[config.mk]
export PLATFORM = sky130hd
export DESIGN_NAME = mult_sched
export DESIGN_NICKNAME = d
export VERILOG_FILES = /design/src/rtl/mult_sched.sv
export SDC_FILE = /design/constraint.sdc
export NUM_CORES = 1
export LEC_CHECK = 0
export ABC_AREA = 1
export CAP_MARGIN = 30
export CORE_ASPECT_RATIO = 0.6
export CORE_MARGIN = 2
export CORE_UTILIZATION = 26
export CTS_CLUSTER_SIZE = 16
export DETAILED_ROUTE_END_ITERATION = 10
export GPL_ROUTABILITY_DRIVEN = 0
export HOLD_SLACK_MARGIN = 0.15
export SYNTH_ARGS = -nofsm -noshare
export SYNTH_HDL_FRONTEND = slang
export SYNTH_SLANG_ARGS = --single-unit
[constraint.sdc]
create_clock -name clk -period 3.3 [get_ports clk]
set_clock_uncertainty 0.05 [all_clocks]
set_input_delay 0.33 -clock clk [delete_from_list [all_inputs] [get_ports clk]]
set_output_delay 0.33 -clock clk [all_outputs]
set_load 0.05 [all_outputs]
[src/rtl/mult_sched.sv]
// mult_sched: round-robin scheduler that shares one sequential shift-add
// multiplier between two requesters and returns each product over a
// valid/ready response channel.
// Optional feature: define MULT_SCHED_ZERO_BYPASS_EN to answer requests with a
// zero operand directly (IDLE -> DONE, result 0) without running the multiplier.
module mult_sched #(
  parameter int DATA_WIDTH   = 32,
  parameter int MULT_LATENCY = DATA_WIDTH + 1
) (
  input  logic                      clk,
  input  logic                      rst,
  input  logic                      req0_valid,
  output logic                      req0_ready,
  input  logic [DATA_WIDTH-1:0]     req0_a,
  input  logic [DATA_WIDTH-1:0]     req0_b,
  input  logic                      req1_valid,
  output logic                      req1_ready,
  input  logic [DATA_WIDTH-1:0]     req1_a,
  input  logic [DATA_WIDTH-1:0]     req1_b,
  output logic                      resp_valid,
  input  logic                      resp_ready,
  output logic                      resp_id,
  output logic [2*DATA_WIDTH-1:0]   resp_result,
  output logic                      busy,
  output logic                      mult_enable,
  output logic [DATA_WIDTH-1:0]     mult_a,
  output logic [DATA_WIDTH-1:0]     mult_b,
  input  logic [2*DATA_WIDTH-1:0]   mult_result
);

  localparam int CNT_W = $clog2(MULT_LATENCY + 1);
  // Counter value seen during the final RUN cycle (first RUN cycle sees 0).
  localparam logic [CNT_W-1:0] LAST_CNT = CNT_W'(MULT_LATENCY - 1);

  typedef enum logic [1:0] {
    ST_IDLE = 2'd0,
    ST_LOAD = 2'd1,
    ST_RUN  = 2'd2,
    ST_DONE = 2'd3
  } state_t;

  state_t                    r_state;
  logic                      r_last_id;
  logic [CNT_W-1:0]          r_cnt;
  logic                      r_resp_valid;
  logic                      r_resp_id;
  logic [2*DATA_WIDTH-1:0]   r_resp_result;
  logic                      r_mult_enable;
  logic [DATA_WIDTH-1:0]     r_mult_a;
  logic [DATA_WIDTH-1:0]     r_mult_b;

  logic                      w_grant_id;
  logic                      w_accept;
  logic [DATA_WIDTH-1:0]     w_sel_a;
  logic [DATA_WIDTH-1:0]     w_sel_b;

  // Round-robin grant: a lone requester wins; on a tie the one not served last wins.
  always_comb begin
    w_grant_id = 1'b0;
    if (req0_valid && req1_valid) begin
      w_grant_id = ~r_last_id;
    end else begin
      w_grant_id = req1_valid;
    end
  end

  assign w_accept   = (r_state == ST_IDLE) && !rst && (req0_valid || req1_valid);
  assign req0_ready = w_accept && !w_grant_id;
  assign req1_ready = w_accept &&  w_grant_id;
  assign w_sel_a    = w_grant_id ? req1_a : req0_a;
  assign w_sel_b    = w_grant_id ? req1_b : req0_b;

  assign resp_valid  = r_resp_valid;
  assign resp_id     = r_resp_id;
  assign resp_result = r_resp_result;
  assign busy        = (r_state != ST_IDLE);
  assign mult_enable = r_mult_enable;
  assign mult_a      = r_mult_a;
  assign mult_b      = r_mult_b;

  // Scheduler FSM: accept, clear the multiplier, run it for the fixed latency, hold the product.
  always_ff @(posedge clk) begin
    if (rst) begin
      r_state       <= ST_IDLE;
      r_last_id     <= 1'b1;
      r_cnt         <= '0;
      r_resp_valid  <= 1'b0;
      r_resp_id     <= 1'b0;
      r_resp_result <= '0;
      r_mult_enable <= 1'b0;
      r_mult_a      <= '0;
      r_mult_b      <= '0;
    end else begin
      case (r_state)
        ST_IDLE: begin
          if (w_accept) begin
            r_mult_a  <= w_sel_a;
            r_mult_b  <= w_sel_b;
            r_resp_id <= w_grant_id;
            r_last_id <= w_grant_id;
`ifdef MULT_SCHED_ZERO_BYPASS_EN
            if ((w_sel_a == '0) || (w_sel_b == '0)) begin
              // A zero operand makes the product known; skip the multiplier entirely.
              r_resp_result <= '0;
              r_resp_valid  <= 1'b1;
              r_state       <= ST_DONE;
            end else begin
              r_state <= ST_LOAD;
            end
`else
            r_state <= ST_LOAD;
`endif
          end
        end
        ST_LOAD: begin
          // mult_enable is low here, which clears/loads the multiplier.
          r_cnt         <= '0;
          r_mult_enable <= 1'b1;
          r_state       <= ST_RUN;
        end
        ST_RUN: begin
          r_cnt <= r_cnt + 1'b1;
          if (r_cnt == LAST_CNT) begin
            r_resp_result <= mult_result;
            r_resp_valid  <= 1'b1;
            r_mult_enable <= 1'b0;
            r_state       <= ST_DONE;
          end
        end
        ST_DONE: begin
          if (resp_ready) begin
            r_resp_valid <= 1'b0;
            r_state      <= ST_IDLE;
          end
        end
        default: begin
          r_state <= ST_IDLE;
        end
      endcase
    end
  end

endmodule

After elaboration in Yosys (flattened, before gate mapping)
Cells that the tools add are included.
- output and inout port bits: 134
- bits of input ports: 197
- flip-flop bits (word level): 140
- word-level logic and storage cells: 48
- bitwise operators: 1
- add/subtract/negate cells: 1
- multiplexer cells: 13
- equal/unequal tests: 7
- reductions and logical operators: 17
- operator list (operator ; count):
    $mux W32 ; 2
    $pmux W6 S2 ; 1
    $pmux W2 S4 ; 1
    $add A6 B1 Y6 const B ; 1
    $eq A6 B6 Y1 const B ; 1
    $mux W2 ; 3
    $ne A2 B2 Y1 const B ; 3
    $reduce_and A2 Y1 ; 3
    $reduce_and A3 Y1 ; 2
    $reduce_bool A2 Y1 ; 3
    $logic_and A1 B1 Y1 ; 5
    $eq A2 B2 Y1 const B ; 2
    $mux W1 ; 4
    $pmux W1 S2 ; 2
    $eq A2 B1 Y1 const B ; 1
    $logic_not A1 Y1 ; 2
    $logic_not A2 Y1 ; 1
    $logic_or A1 B1 Y1 ; 1
    $not A1 Y1 ; 1

Depth between registers and ports, before layout
Gate-level depths: netlist of run 1.
- word-level depth: 5
- mapped depth: 10
- gate-level depth less buffers: 10

Worst setup path after synthesis of run 1
Ideal clock, no wire load.
- kind: reg-to-output
- start: register r_state[0]
- end: output req0_ready
- data required time: 2920 ps
- path buffers: 1
- cell stages (with the launch flop): 8
- arrival time: 1931 ps
- path slack: 989 ps
- path through: dfxtp_1 > inv_1 > ha_1 > inv_1 > nor2_2 > nand2_2 > clkbuf_1 > nor2_1
- cells in the longest elaborated chain, start to end: 4
- ends and longest elaborated chain (what ; RTL line ; text):
    start: declaration ; 42 ; state_t r_state;
    start signal: assignment ; 84 ; r_state <= ST_IDLE;
    start signal: assignment ; 111 ; r_state <= ST_LOAD;
    start signal: assignment ; 119 ; r_state <= ST_RUN;
    $logic_not A2 Y1 ; 67 ; assign w_accept = (r_state == ST_IDLE) && !rst && (req0_valid || req1_valid);
    $logic_and A1 B1 Y1 (2 in a row) ; 67 ;
    $logic_and A1 B1 Y1 ; 68 ; assign req0_ready = w_accept && !w_grant_id;
    end: declaration ; 13 ; output logic req0_ready,
No other way between the ends.

Final worst setup path of run 1
- start: input req0_valid
- end: output req0_ready
- cells in the longest elaborated chain, start to end: 4
- elaborated cells on any way between the ends: 6
- classes of those cells: 1 x mux; 5 x reduce/logical
- ends and longest elaborated chain (what ; RTL line ; text):
    start: declaration ; 12 ; input logic req0_valid,
    $logic_and A1 B1 Y1 ; 60 ; if (req0_valid && req1_valid) begin
    $mux W1 ; 60 ;
    $logic_not A1 Y1 ; 68 ;
    $logic_and A1 B1 Y1 (*) ; 68 ;
Every way passes the cells marked *; elsewhere a longest branch is shown, timed or not.

==> impl_metrics.yaml, run 1 <==
clock_network:
  cts-htree-levels: 4
  numCtsBuffers: 17
  cts.hold.buffers_added: 0
  cts.path.max_buffers: 2
  quantity_of_gates_resized_following_cts: 0
  post-cts-setup-buffer-count: 0
  tritoncts_num_sinks: 140
  clkSlewWorstSetupHoldPaths_ns: 0.06
  clk_root_buffer_cell: "sky130_fd_sc_hd__clkbuf_16"
  clk_latency_ns: 0.42
  tritoncts: "done"
yosys:
  synth_nets: 1056
  yosysSeqAreaShare_pct: 47.0
  synth-seq-cells: 140
  syn-mean-instance-area_um2: 6.98
  synth_top_area_share_pct: 47.0
  yosysTopAreaCell: "sky130_fd_sc_hd__dfxtp_1"
  yosys-top-cells-area: "sky130_fd_sc_hd__dfxtp_1 47%, sky130_fd_sc_hd__nand2_1 21%, sky130_fd_sc_hd__nor2_1 9.0%"
  syn-cell-area_um2: 5960
  yosysWarnings: 0
  post_synth_num_cell_types: 24
  synth_cells: 854
routing:
  route.vias.total: 6330
  detail_route.wl_per_cell_um: 14.4
  top_signal_layer_used: "met4"
  drt_pre_antenna_iters: 5
  met2RoutedLength_um: 9150
  dr_wl_met3_um: 1570
  residual_antenna_violating_net_count_after_detailed_routing: 0
  initialDrtViolationCount: 293
  wl_met1_um: 10100
  post_drt_via_cell_ratio: 4.28
  route.detailed.drc: 0
  wirelength_um: 21300
timing:
  least_margin_pin_slew_ns: 0.798
  hold-worst-slack_ns: 0.327
  worst_slew_margin_rel_pct: 46.8
  setup_viol_count_final: 0
  fin_tns_setup_ns: 0
  fin_crit_ns: 2.42
  max_freq_mhz: 414
  hold_viol: 0
  rsz0062_at_grt: "false"
  finalCritPeriodShare_pct: 73.2
  slew_violations: 0
finish:
  num-nets-final: 1360
  commonest_non_fill_non_tap_cells_in_the_layout: "335 x sky130_fd_sc_hd__nand2_1, 327 x sky130_fd_sc_hd__clkdlybuf4s50_1, 143 x sky130_fd_sc_hd__nor2_1, 140 x sky130_fd_sc_hd__dfxtp_1, 74 x sky130_fd_sc_hd__a21oi_1"
  final_layout_size_suffix_gt1_share_pct: 4.70
  area_growth_pct: 67.7
  layout_commonest_cell: "sky130_fd_sc_hd__nand2_1"
  n_antenna_cell: 0
  finish.cell_count_without_fillers: 1479
die:
  die-height_um: 121
  design.portCount: 331
  core_ar_um2: 22300
  starting_utilization_of_the_core_area_pct: 26.8
  die_outline_area_um2: 24200
  core.rowCount: 42
  die_w_um: 199
worst_setup_path:
  crit_path_start_kind: "primary input"
  max_stage_delay_ns: 0.48
  cell_chain_critical_path: "clkdlybuf4s50_1 -> nand2_1 -> nand2_2 -> inv_2 -> nor2_1 -> buf_12"
  crit_required_ns: 2.92
  critical_path.reg2reg.endpoint: "resp_result[63]$_SDFFE_PP0P_"
  worst_r2r_path_depth: 8
  crit_arrival_ns: 2.04
  regToRegSetupSlack_ns: 1.34
  timing.critical_path.from: "req0_valid"
  critPathCaptureType: "output port"
  endpoint: "req0_ready"
  worst_r2r_startpoint: "r_state[0]$_SDFFE_PP0P_"
  critPathMaxFanout: 26
  critical_path_class: "in -> out"
  critical-path-slowest-cell: "sky130_fd_sc_hd__clkdlybuf4s50_1"
outcome:
  outcome: "finished, final reports clean"
grt:
  grt_pass1_wl_um: 33100
  globalRouteTotalUtil_pct: 17.6
  grt_max_degree: 69
  grt_antenna_before_repair: 0
  grt.overflow.total: 0
  first_global_vias: 6132
power:
  power_density_nw_per_um2: 578
  power_leakage_nw: 4.16
  vdd.ir_drop.worst_v: 0.000355
place:
  dpl.cell_count: 1447
  dp.final_hpwl_um: 14800
  portBuffers: 330
min_path:
  min_path_type: "in -> reg"
job:
  max-cap-violations: 0
kinds of logic (layout without fill, tap and decap cells):
kind of cell / after synthesis / count (layout) / synth area share [%]
buffers and inverters: 75 / 392 / 8.44
adders and majority gates: 5 / 5 / 1.05
DFF: 140 / 140 / 47.0
AOI/OAI and AO/OA: 142 / 142 / 12.0
and+or+nand+nor: 492 / 492 / 31.5
state kept, by name, summed over array words and instances (netlist names):
signal and cells:
mult_a 32, mult_b 32, mult_enable 1, r_cnt 6
r_last_id 1, r_state 2, resp_id 1, resp_result 64
resp_valid 1
worst min path at each step:
stage | start | end | slack [ns] | cells past startpoint
floorplan | r_last_id$_SDFFE_PP1P_ | r_last_id$_SDFFE_PP1P_ | 0.38 | 2
global placement | mult_a[22]$_SDFFE_PP0P_ | mult_a[22]$_SDFFE_PP0P_ | 0.40 | 2
detailed placement | mult_b[12]$_SDFFE_PP0P_ | mult_b[12]$_SDFFE_PP0P_ | 0.40 | 2
CTS | rst | resp_result[45]$_SDFFE_PP0P_ | 0.32 | 4
global route | rst | resp_result[51]$_SDFFE_PP0P_ | 0.35 | 4
finish | rst | resp_result[45]$_SDFFE_PP0P_ | 0.33 | 4
synth_stat cells (all sizes together):
cell type,instances
nand2,337
nor2,146
dfxtp,140
a21oi,74
o21ai,67
buf,34
clkbuf,21
inv,19
nand3,7
ha,5
clkinv,1
nor3,1
nor3b,1
o31ai,1
cell type report:
| type | instances | area (um2) |
|---|---|---|
| clock buffers | 18 | 439 |
| clock inverters | 14 | 215 |
| fillers | 2255 | 12300 |
| inverters | 20 | 76.3 |
| multi-input cells | 639 | 2660 |
| flip-flops and latches | 140 | 2800 |
| well taps | 308 | 385 |
| repair buffers | 340 | 3420 |
critical path: cells and delay by family:
| kind | cells | cell delay, ns |
|---|---|---|
| simple gates | 3 | 0.73 |
| buf+inv | 3 | 0.96 |
layer usage:
metal  global-route usage [%]  vias up
li1                         -     3280
met1                     23.1     2831
met2                     27.0      193
met4                     6.16        0
met3                     5.75       26
met5                        0        -
power by group:
group,leakage [nW],total (mW),internal (mW),switching (mW)
Combinational,2.71,1.72,0.651,1.07
Sequential,1.14,1.90,1.83,0.0776
Clock,0.317,2.15,1.36,0.782
Total,4.16,5.77,3.84,1.93
metrics by stage:
step / util (%) / worst slack, ns / power [mW] / instance area, um2
6_report: 44.9 / 0.883 / 5.77 / 10000
3_5_place_dp: 41.9 / 0.846 / 3.68 / 9340
3_3_place_gp: 41.9 / 0.876 / 3.67 / 9340
4_1_cts: 44.9 / 0.820 / 5.86 / 10000
2_1_floorplan: - / 0.989 / 3.02 / 5960
5_1_grt: 44.9 / 0.732 / 6.07 / 10000
Note: power is estimated with default switching activity, not from simulation.
==> inputs of run 2 (changes only) <==
==> constraint.sdc (replaced) <==
create_clock -name clk -period 2.53 [get_ports clk]
set_clock_uncertainty 0.05 [all_clocks]
set_input_delay 0.253 -clock clk [delete_from_list [all_inputs] [get_ports clk]]
set_output_delay 0.253 -clock clk [all_outputs]
set_load 0.05 [all_outputs]
==> run 2 against run 1 <==
Against the previous run: global-route usage decreased by 0.22 points; sequential cell count stayed put; setup slack got worse by 0.70 ns; first-iteration DRC count fell by 39%; critical endpoint is now busy.
==> impl_metrics.yaml, run 2 (synthesis gave the netlist of run 1 again) <==
clock_network:
  cts-htree-levels: 4
  tritoncts_num_sinks: 140
  quantity_of_gates_resized_following_cts: 0
  tritoncts: "done"
  clkSlewWorstSetupHoldPaths_ns: 0.06
  cts.hold.buffers_added: 0
  cts.path.max_buffers: 2
  clk_latency_ns: 0.42
  post-cts-setup-buffer-count: 0
  numCtsBuffers: 17
  clk_root_buffer_cell: "sky130_fd_sc_hd__clkbuf_16"
worst_setup_path:
  critPathMaxFanout: 4
  worst_r2r_path_depth: 6
  critical_path_class: "reg -> out"
  crit_arrival_ns: 2.04
  crit_required_ns: 2.23
  critPathCaptureType: "output port"
  crit_path_start_kind: "flop"
finish:
  util_after_layout_pct: 44.7
  layout_commonest_cell: "sky130_fd_sc_hd__nand2_1"
  final_layout_size_suffix_gt1_share_pct: 4.69
  commonest_non_fill_non_tap_cells_in_the_layout: "335 x sky130_fd_sc_hd__nand2_1, 327 x sky130_fd_sc_hd__clkdlybuf4s50_1, 143 x sky130_fd_sc_hd__nor2_1, 140 x sky130_fd_sc_hd__dfxtp_1, 74 x sky130_fd_sc_hd__a21oi_1"
  area_growth_pct: 67.2
  num-nets-final: 1361
  largest_reg_flops: 64
routing:
  dr_wl_met3_um: 1420
  route.vias.total: 6320
  wirelength_um: 21200
  residual_antenna_violating_net_count_after_detailed_routing: 0
  drt_pre_antenna_iters: 4
  post_drt_via_cell_ratio: 4.27
  top_signal_layer_used: "met4"
  detail_route.wl_per_cell_um: 14.3
  initialDrtViolationCount: 179
  route.detailed.drc: 0
  met2RoutedLength_um: 9420
  wl_met1_um: 9970
die:
  core_ar_um2: 22300
  starting_utilization_of_the_core_area_pct: 26.8
  core.rowCount: 42
  die_w_um: 199
  design.portCount: 331
  die-height_um: 121
  die_outline_area_um2: 24200
timing:
  rsz0062_at_grt: "false"
  finalCritPeriodShare_pct: 92.8
  slew_violations: 0
  least_margin_pin_slew_ns: 0.781
  setup_viol_count_final: 0
  fin_tns_setup_ns: 0
  worst_slew_margin_rel_pct: 47.9
  hold_viol: 0
  fin_crit_ns: 2.35
  max_freq_mhz: 426
min_path:
  min_path_type: "in -> reg"
  whs_path_depth: 5
grt:
  grt_pass1_wl_um: 32800
  grt.overflow.total: 0
  globalRouteTotalUtil_pct: 17.4
  grt_max_degree: 70
  grt_antenna_before_repair: 1
  first_global_vias: 6126
place:
  portBuffers: 330
  dp.final_hpwl_um: 15000
power:
  vdd.ir_drop.worst_v: 0.000488
  power_leakage_nw: 4.16
  power_density_nw_per_um2: 733
job:
  max-cap-violations: 0
outcome:
  outcome: "finished, final reports clean"
-- run 2: path summary, 6_finish.rpt --
check                          start                            to  slack, ns
min reg2reg   mult_a[2]$_SDFFE_PP0P_        mult_a[2]$_SDFFE_PP0P_       0.41
max          r_state[1]$_SDFFE_PP0P_                          busy       0.18
max reg2reg  r_state[1]$_SDFFE_PP0P_  resp_result[28]$_SDFFE_PP0P_       0.58
min                              rst       mult_a[14]$_SDFFE_PP0P_       0.33
-- run 2: per-stage QoR --
step	area [um2]	hold WS [ns]	power [mW]	setup slack, ns	instances
4_1_cts	9960	0.319	7.42	0.136	1480
6_report	9970	0.332	7.30	0.183	1481
3_5_place_dp	9360	0.406	4.81	0.573	1448
5_1_grt	9970	0.344	7.71	0.0561	1481
2_1_floorplan	5960	0.338	3.93	0.293	854
3_3_place_gp	9340	0.402	4.80	0.506	1447
-- run 2: critical path, stage by stage (launching register included) --
cell and delay [ns]:
sky130_fd_sc_hd__dfxtp_1 0.38, sky130_fd_sc_hd__inv_1 0.06, sky130_fd_sc_hd__ha_1 0.23, sky130_fd_sc_hd__inv_1 0.11, sky130_fd_sc_hd__clkdlybuf4s50_1 0.84
-- run 2: routing by layer --
layer | vias to the layer above | GRT usage (%)
met5 | - | 0
met4 | 0 | 5.97
met3 | 19 | 5.53
met2 | 171 | 27.4
met1 | 2851 | 22.4
li1 | 3279 | -
-- run 2: report_power, final --
part	internal, mW	switching [mW]	total (mW)
clock network	1.59	0.973	2.57
logic	0.853	1.40	2.26
registers	2.38	0.0977	2.48
total	4.83	2.47	7.30
-- run 2: cell type report --
class	count	area, um2
Clock buffer	20	457
Clock inverter	12	145
Fill cell	2341	12300
Antenna cell	1	2.50
Inverter	20	76.3
Multi-Input combinational cell	639	2660
Tap cell	308	385
Sequential cell	140	2800
Timing Repair Buffer	341	3440
